$ cat src/rtl/fdiv_seq.sv
// fdiv_seq: sequential signed Q1.(n-1) restoring divider, one quotient bit per clock; FDIV_ROUND_EN enables round-to-nearest
module fdiv_seq #(
  parameter int n = 8
) (
  input  logic         clk,
  input  logic         nreset,
  input  logic         start,
  input  logic [n-1:0] a,
  input  logic [n-1:0] b,
  output logic         busy,
  output logic         done,
  output logic [n-1:0] result,
  output logic [3:0]   flags
);
  localparam int w = 2*n-1;
  localparam int cw = $clog2(w+1);
  localparam logic [n-1:0] maxp = {1'b0, {(n-1){1'b1}}};
  localparam logic [n-1:0] minn = {1'b1, {(n-1){1'b0}}};
  localparam logic [w:0] pmax = (w+1)'(2**(n-1)-1);
  localparam logic [w:0] nmax = (w+1)'(2**(n-1));
  typedef enum logic [1:0] {IDLE, DIV, FIX} state_t;
  state_t state;
  logic sa, sb, ge, sg, dz, povf, novf;
  logic [n-1:0] ab, aa, ba, rem, res;
  logic [n:0] rs;
  logic [w-1:0] quo, dvd;
  logic [w:0] mag;
  logic [cw-1:0] cnt;
  always_comb begin
    aa = a[n-1] ? -a : a;
    ba = b[n-1] ? -b : b;
    rs = {rem, dvd[w-1]};
    ge = rs >= {1'b0, ab};
`ifdef FDIV_ROUND_EN
    mag = {1'b0, quo} + {{w{1'b0}}, {rem, 1'b0} >= {1'b0, ab}};
`else
    mag = {1'b0, quo};
`endif
    sg = sa ^ sb;
    dz = ab == '0;
    povf = !sg && mag > pmax;
    novf = sg && mag > nmax;
    res = dz ? (sa ? minn : maxp) : povf ? maxp : novf ? minn : sg ? -mag[n-1:0] : mag[n-1:0];
  end
  always_ff @(posedge clk) begin
    if (!nreset) begin
      state <= IDLE;
      busy <= 1'b0;
      done <= 1'b0;
      result <= '0;
      flags <= '0;
    end else begin
      done <= 1'b0;
      case (state)
        IDLE: if (start) begin
          sa <= a[n-1];
          sb <= b[n-1];
          ab <= ba;
          rem <= '0;
          quo <= '0;
          dvd <= {aa, {(n-1){1'b0}}};
          cnt <= cw'(w);
          busy <= 1'b1;
          state <= b == '0 ? FIX : DIV;
        end
        DIV: begin
          rem <= n'(ge ? rs - {1'b0, ab} : rs);
          quo <= {quo[w-2:0], ge};
          dvd <= dvd << 1;
          cnt <= cnt - 1'b1;
          if (cnt == cw'(1)) state <= FIX;
        end
        FIX: begin
          result <= res;
          flags <= {dz | povf | novf, res[n-1], res == '0, dz};
          done <= 1'b1;
          busy <= 1'b0;
          state <= IDLE;
        end
        default: state <= IDLE;
      endcase
    end
  end
endmodule

$ cat config.mk
export PLATFORM = sky130hd
export DESIGN_NAME = fdiv_seq
export DESIGN_NICKNAME = d
export VERILOG_FILES = /design/src/rtl/fdiv_seq.sv
export SDC_FILE = /design/constraint.sdc
export NUM_CORES = 1
export LEC_CHECK = 0
export CORE_AREA = 3 3 96 98
export DETAILED_ROUTE_END_ITERATION = 8
export DIE_AREA = 0 0 99 101
export SETUP_SLACK_MARGIN = 0.3
export SYNTH_ARGS = -nofsm -noshare
export SYNTH_HDL_FRONTEND = slang
export SYNTH_SLANG_ARGS = --single-unit
$ cat constraint.sdc
create_clock -name clk -period 8.8 [get_ports clk]
set_clock_uncertainty 0.1 [all_clocks]
set_input_delay 1.32 -clock clk [delete_from_list [all_inputs] [get_ports clk]]
set_output_delay 1.32 -clock clk [all_outputs]
set_load 0.1 [all_outputs]
==> Implementation_results.wiki, run 1 <==
{| class="wikitable"
! Metric !! Value
|-
| Run status || finished, final reports clean
|-
| Post-route minimum period || between 3000 and 4000 ps
|-
| Leakage power || 0.00147 uW
|-
| Largest net degree at the start of global routing || 37
|-
| Detail Route Antenna Nets || 0
|-
| Number of cells on the critical path || 1
|-
| Via count of the first global-routing pass || approximately 2500
|-
| Setup repair after global routing missed its margin || false
|-
| Simple-Gate Fraction of Synth Area || 0.203
|-
| Number of vias in the routed layout || ~2600
|-
| WS Path Type || register to output port
|-
| Final setup fails || 0
|-
| Setup bufs post-CTS || 0
|-
| Netlist area before placement || approximately 3300 sq um
|-
| Combinational family with the most area after synthesis || simple AND/OR/NAND/NOR gates
|-
| Crit path buffers/inverters || 1
|-
| Final hold viol count || 0
|-
| Critical Path RT || 7380 ps
|-
| Final wirelength || roughly 6.9 mm
|-
| Proportion of power drawn by the clock network || 0.367
|-
| Async SR Flop Fraction || 0
|-
| Portion of total power attributed to combinational logic || 0.185
|-
| PD cells || between 150 and 200 nW/um^2
|-
| Routability-driven placement congestion ratio || ~0.88
|-
| Sequential power share || 0.448
|-
| TritonCTS Sinks || 60
|-
| R2R depth || 8
|-
| Synthesized area per cell || about 10 sq um
|-
| Post-synthesis adder-cell area fraction || 0.0583
|-
| Number of ports placed on the die boundary || 33
|-
| CTS clock-pin slew for the worst setup and hold paths || around 70 ps
|-
| Transition time at the pin with the least slew margin || about 960 ps
|-
| Sum of negative setup slack || 0 ps
|-
| Number of pins with negative max-slew slack in the final report || 0
|-
| Worst Setup End Kind || output port
|-
| Ys Warns || 0
|-
| Layout cells sized above 1 || 0.0679
|-
| Path category of the worst min-delay check || register to register
|-
| Final Cell Area || about 4000 sq um
|-
| Register-to-register setup slack || ~6000 ps
|-
| Count of routing violations after the opening detailed-route iteration || around 150
|-
| Level count of the clock H-tree || 3
|-
| PortBufs || 32
|-
| Chip height || 101 microns
|-
| Number of clock buffers inserted by TritonCTS || 9
|-
| Count of instances resized after the clock tree is built || 0
|-
| Row count || 34
|-
| Sw frac || 0.286
|-
| Fill cell total of the finished layout || 799
|-
| Die area || 10000 sq um
|-
| Starting utilization of the core area || 0.391
|-
| Maximum root-to-sink buffer count || 2
|-
| Root buffer cell || sky130_fd_sc_hd__clkbuf_8
|-
| Clock Latency Late Sink || between 300 and 400 ps
|-
| Multiplexer share of the synthesized area || 0.00299
|-
| Hold buffer count at cts || 0
|-
| Number of storage elements in the synthesis netlist || 60
|-
| Worst setup endpoint || result[7]
|-
| Clock tree from TritonCTS || done
|-
| Critical Path Start Type || register
|-
| P&R area growth vs syn || 19.8%
|-
| Crit path max-delay family || buffers and inverters
|-
| Number of enable flip-flop cells after synthesis || 45
|-
| Upper clock frequency limit || around 310 MHz
|-
| Die width || between 90 and 100 microns
|-
| Net switching power of the design || ~220 uW
|-
| Total global routing overflow || 0
|-
| Data arrival time of the critical path || 1840 ps
|-
| Number of detailed-routing iterations run before antenna repair || 4
|-
| GR Util All Layers || 0.152
|-
| Worst flop-to-flop path startpoint || ab[1]$_DFFE_PP_
|-
| Post-place instance area || approximately 3800 sq um
|-
| Top_reg_cell synth || sky130_fd_sc_hd__edfxtp_1
|-
| Compound-cell area share of the yosys netlist || 0.145
|-
| First-pass GRT wire length || between 10 and 15 mm
|-
| Worst-path fanout max || 3
|-
| Critical register-to-register path endpoint || rem[0]$_SDFFCE_PN0P_
|-
| Total nets after synthesis || between 300 and 400
|-
| Number of antenna violations at the first check in global routing || 0
|-
| Crit path max-delay cell type || sky130_fd_sc_hd__clkdlybuf4s50_1
|-
| Diode count || 0
|-
| Critical Path Source || flags[2]$_SDFFE_PN0P_
|-
| Xor and xnor fraction of the mapped netlist area || 0.0576
|-
| Remaining routing DRC violations || 0
|-
| Final cycle utilization of the critical path || 0.371
|-
| Slowest Stage Delay on Critical Path || 1140 ps
|-
| Unique masters post-synth || 47
|-
| CP Cell Sequence || clkdlybuf4s50_1
|-
| Gate Count Post-Synth || around 340
|-
| Portion of the post-synthesis area used by sequential elements || 0.494
|-
| Worst IR Drop VDD || 0.0864 mV
|-
| Total number of nets in the final design || just over 400
|-
| Max-slew headroom || 0.355
|-
| Cell-internal power || between 500 and 600 uW
|-
| Routed len/inst || 14.1 microns
|-
| Core area || approximately 8600 sq um
|-
| Number of max-cap violations || 0
|-
| Routed vias/inst || about 5.3
|-
| HPWL after DPL || ~5.1 mm
|}
[stage by stage]
stage / instances / power (uW) / setup slack, ps / util / hold slack, ps
2_1_floorplan: 344 / 448 / 4230 / - / 396
6_report: 491 / 760 / 5540 / 0.469 / 345
3_3_place_gp: 475 / 486 / 5680 / 0.443 / 330
4_1_cts: 491 / 771 / 5520 / 0.469 / 348
3_5_place_dp: 475 / 488 / 5650 / 0.443 / 339
5_1_grt: 491 / 801 / 5480 / 0.469 / 369
[worst min-delay path by stage]
stage / cells after the start / slack [ps] / startpoint / end
6_report: 2 / 350 / result[3]$_SDFFE_PN0P_ / result[3]$_SDFFE_PN0P_
5_1_grt: 1 / 370 / busy$_SDFFE_PN0P_ / busy$_SDFFE_PN0P_
4_1_cts: 2 / 350 / result[3]$_SDFFE_PN0P_ / result[3]$_SDFFE_PN0P_
3_5_place_dp: 2 / 340 / result[3]$_SDFFE_PN0P_ / result[3]$_SDFFE_PN0P_
3_3_place_gp: 2 / 330 / result[3]$_SDFFE_PN0P_ / result[3]$_SDFFE_PN0P_
2_1_floorplan: 2 / 400 / dvd[9]$_DFFE_PP_ / dvd[10]$_DFFE_PP_
[registers in the layout, summed over array words and instances (netlist names)]
signal and count:
result 7, done 1, rem 8, sb 1, busy 1, dvd 8, sa 1, quo 15
state 2, ab 8, cnt 4, flags 4
[final cells by class]
class | count | area [sq um] | share of cell area
clock buffers | 9 | 124 | 0.0309
clock inverters | 7 | 98.8 | 0.0247
inverters | 21 | 78.8 | 0.0197
multi-input cells | 251 | 1580 | 0.393
flip-flops and latches | 60 | 1650 | 0.412
well taps | 108 | 135 | 0.0337
repair buffers | 35 | 343 | 0.0855
[Yosys cell counts (2+ instances only)]
cell type | number | area share
sky130_fd_sc_hd__nor3b_1 | 2 | 0.0045
sky130_fd_sc_hd__inv_1 | 21 | 0.024
sky130_fd_sc_hd__nand4_1 | 3 | 0.0056
sky130_fd_sc_hd__o31a_1 | 4 | 0.010
sky130_fd_sc_hd__xnor2_1 | 15 | 0.039
sky130_fd_sc_hd__nor4_1 | 3 | 0.0056
sky130_fd_sc_hd__o21ai_0 | 26 | 0.039
sky130_fd_sc_hd__a31oi_1 | 2 | 0.0037
sky130_fd_sc_hd__a2111oi_0 | 2 | 0.0052
sky130_fd_sc_hd__a21oi_1 | 17 | 0.025
sky130_fd_sc_hd__xor2_1 | 7 | 0.018
sky130_fd_sc_hd__nor4b_1 | 2 | 0.0052
sky130_fd_sc_hd__a21boi_0 | 5 | 0.011
sky130_fd_sc_hd__nand2b_1 | 7 | 0.013
sky130_fd_sc_hd__clkbuf_1 | 10 | 0.011
sky130_fd_sc_hd__o21ai_1 | 2 | 0.0030
sky130_fd_sc_hd__nor2_1 | 33 | 0.037
sky130_fd_sc_hd__dfxtp_1 | 15 | 0.090
sky130_fd_sc_hd__or4_1 | 2 | 0.0045
sky130_fd_sc_hd__o21a_1 | 6 | 0.013
sky130_fd_sc_hd__o31ai_1 | 4 | 0.0090
sky130_fd_sc_hd__or3_1 | 3 | 0.0056
sky130_fd_sc_hd__edfxtp_1 | 45 | 0.40
sky130_fd_sc_hd__o22ai_1 | 2 | 0.0037
sky130_fd_sc_hd__nand2_1 | 38 | 0.043
sky130_fd_sc_hd__ha_1 | 14 | 0.052
sky130_fd_sc_hd__nor2b_1 | 5 | 0.0093
sky130_fd_sc_hd__and2_1 | 12 | 0.022
sky130_fd_sc_hd__nor3_1 | 13 | 0.019
sky130_fd_sc_hd__nand3_1 | 7 | 0.010
[layer usage]
metal / track usage / vias up / share of wire
met5: 0 / - / 0
met4: 0.0840 / 0 / 0.024
met3: 0.0401 / 13 / 0.047
met2: 0.225 / 48 / 0.44
met1: 0.201 / 1223 / 0.49
li1: - / 1295 / -
[power by group through the flow]
stage	Sequential, uW	Combinational, uW	Clock (uW)
after floorplan	358	90.2	0
after CTS	341	142	288
after global routing	343	157	301
final	340	141	279
after global placement	347	139	0
after detailed placement	347	141	0
[cell usage in the layout (no fill, tap or decap), types with 13 or more instances in the layout]
cell type / n
sky130_fd_sc_hd__nand2_1: 38
sky130_fd_sc_hd__inv_1: 21
sky130_fd_sc_hd__xnor2_1: 15
sky130_fd_sc_hd__dfxtp_1: 15
sky130_fd_sc_hd__clkdlybuf4s50_1: 32
sky130_fd_sc_hd__edfxtp_1: 45
sky130_fd_sc_hd__ha_1: 14
sky130_fd_sc_hd__nor2_1: 33
sky130_fd_sc_hd__o21ai_0: 26
sky130_fd_sc_hd__a21oi_1: 17
sky130_fd_sc_hd__nor3_1: 13
[kinds of logic after synthesis]
kind of cell | Yosys count
simple gates | 136
compound gates | 77
flops | 60
buf+inv | 33
xor+xnor | 22
fa+ha+maj | 15
mux | 1
Note: power is estimated with default switching activity, not from simulation.
==> run 2: changes to the inputs <==
- clock period: 8.8 -> 3.4 ns (I/O delays scaled with it)
==> Implementation_results.wiki, run 2 (same netlist as run 1, synthesis figures left out) <==
{| class="wikitable"
! Metric !! Value
|-
| Run status || finished, final reports clean
|-
| Starting utilization of the core area || 0.391
|-
| Number of antenna violations at the first check in global routing || 0
|-
| Maximum root-to-sink buffer count || 2
|-
| Data arrival time of the critical path || ~2800 ps
|-
| Critical Path Start Type || register
|-
| First-pass GRT wire length || between 10 and 15 mm
|-
| Most frequent cells in the layout || sky130_fd_sc_hd__edfxtp_1 (45), sky130_fd_sc_hd__nand2_1 (38), sky130_fd_sc_hd__nor2_1 (33)
|-
| Root buffer cell || sky130_fd_sc_hd__clkbuf_8
|-
| Layout cells sized above 1 || 0.0679
|-
| CTS clock-pin slew for the worst setup and hold paths || approximately 70 ps
|-
| Routed len/inst || around 14 microns
|-
| Number of vias in the routed layout || 2582
|-
| Post-route minimum period || 2830 ps
|-
| Transition time at the pin with the least slew margin || roughly 980 ps
|-
| Sequential power share || 0.451
|-
| Chip height || between 100 and 150 microns
|-
| Leakage power || about 0.0015 uW
|-
| Number of clock buffers inserted by TritonCTS || 9
|-
| Total number of nets in the final design || approximately 410
|-
| Max-slew headroom || 0.347
|-
| Detail Route Antenna Nets || 0
|-
| Setup repair after global routing missed its margin || false
|-
| Final wirelength || 6.82 mm
|-
| Final cycle utilization of the critical path || 0.831
|-
| Worst IR Drop VDD || approximately 0.17 mV
|-
| Final hold viol count || 0
|-
| HPWL after DPL || slightly above 5 mm
|-
| Setup bufs post-CTS || 0
|-
| Die width || just under 100 microns
|-
| R2R depth || 8
|-
| Critical Path RT || 3360 ps
|-
| Diode count || 0
|-
| Path category of the worst min-delay check || register to register
|-
| Cell-internal power || ~1400 uW
|-
| Largest net degree at the start of global routing || 37
|-
| Sum of negative setup slack || 0 ps
|-
| P&R area growth vs syn || 19.7%
|-
| Hold buffer count at cts || 0
|-
| PortBufs || 32
|-
| Sw frac || 0.284
|-
| Worst Setup End Kind || register
|-
| Biggest register || quo
|-
| Die area || ~10000 sq um
|-
| Total global routing overflow || 0
|-
| Level count of the clock H-tree || 3
|-
| Worst-path fanout max || 7
|-
| Remaining routing DRC violations || 0
|-
| Final setup fails || 0
|-
| Count of routing violations after the opening detailed-route iteration || 95
|-
| Number of detailed-routing iterations run before antenna repair || 5
|-
| TritonCTS Sinks || 60
|-
| Proportion of power drawn by the clock network || 0.361
|-
| Clock tree from TritonCTS || done
|-
| Core area || between 8000 and 9000 sq um
|-
| Cell depth of the worst hold path || 2
|-
| Routed vias/inst || 5.26
|-
| Row count || 34
|-
| GR Util All Layers || 0.142
|-
| Number of flip-flops under the largest register name || 15
|-
| Pre-CTS setup slack || 622 ps
|-
| Number of ports placed on the die boundary || 33
|-
| Least setup slack across all paths after layout || ~570 ps
|-
| Net switching power of the design || around 550 uW
|-
| Clock Latency Late Sink || about 340 ps
|-
| Count of instances resized after the clock tree is built || 0
|-
| Upper clock frequency limit || ~350 MHz
|-
| Routability-driven placement congestion ratio || a little over 0.9
|-
| Portion of total power attributed to combinational logic || 0.188
|-
| Via count of the first global-routing pass || about 2500
|-
| WS Path Type || register to register
|-
| Number of max-cap violations || 0
|-
| Number of pins with negative max-slew slack in the final report || 0
|-
| Commonest non-fill, non-tap cell in the layout || sky130_fd_sc_hd__edfxtp_1
|-
| PD cells || 487 nW/um^2
|}
## run 2: cell types whose count changed in the layout (fill, tap and decap cells not counted), sizes merged
| cell | previous run | this run |
|---|---|---|
| inv | 23 | 21 |
| clkinv | 2 | 4 |
## run 2: per-stage QoR
stage               cell area [sq um]  instances  power [uW]   util  hold slack, ps
CTS                              4010        491        1970  0.469             344
global placement                 3790        475        1260  0.443             331
finish                           4010        491        1950  0.469             341
floorplan                        3350        344        1160      -             396
detailed placement               3790        475        1260  0.443             333
global route                     4010        491        2040  0.469             357
## run 2: worst paths after layout
| path | from | end | slack [ps] |
|---|---|---|---|
| setup / recovery | ab[1]$_DFFE_PP_ | rem[0]$_SDFFCE_PN0P_ | 570 |
| setup reg to reg | ab[1]$_DFFE_PP_ | rem[0]$_SDFFCE_PN0P_ | 570 |
| hold reg to reg | result[6]$_SDFFE_PN0P_ | result[6]$_SDFFE_PN0P_ | 340 |
| hold / removal | result[6]$_SDFFE_PN0P_ | result[6]$_SDFFE_PN0P_ | 340 |
## run 2: layout make-up
cell class                      count  area, sq um
Clock buffer                        9          124
Multi-Input combinational cell    251         1580
Timing Repair Buffer               35          343
Clock inverter                      7         91.3
Fill cell                         809         4540
Tap cell                          108          135
Sequential cell                    60         1650
Inverter                           21         78.8
## run 2: power by group through the flow
stage	logic [uW]	clock network [uW]	registers, uW
floorplan	234	0	926
CTS	367	717	881
finish	367	705	881
global placement	361	0	897
detailed placement	365	0	898
global route	405	746	888
## run 2: worst max-delay path: stages (launching register included)
cell and delay (ps):
sky130_fd_sc_hd__edfxtp_1 390, sky130_fd_sc_hd__inv_1 70, sky130_fd_sc_hd__ha_1 320, sky130_fd_sc_hd__nor2b_1 150, sky130_fd_sc_hd__o31a_1 270, sky130_fd_sc_hd__o31a_1 320, sky130_fd_sc_hd__or4_1 640, sky130_fd_sc_hd__a21oi_1 240
sky130_fd_sc_hd__nor3_2 60
## run 2: routing by layer
layer / vias to the layer above / share of wire / global-route usage
li1: 1293 / - / -
met1: 1205 / 0.49 / 0.200
met2: 74 / 0.44 / 0.212
met3: 10 / 0.045 / 0.0270
met4: 0 / 0.016 / 0.0662
met5: - / 0 / 0
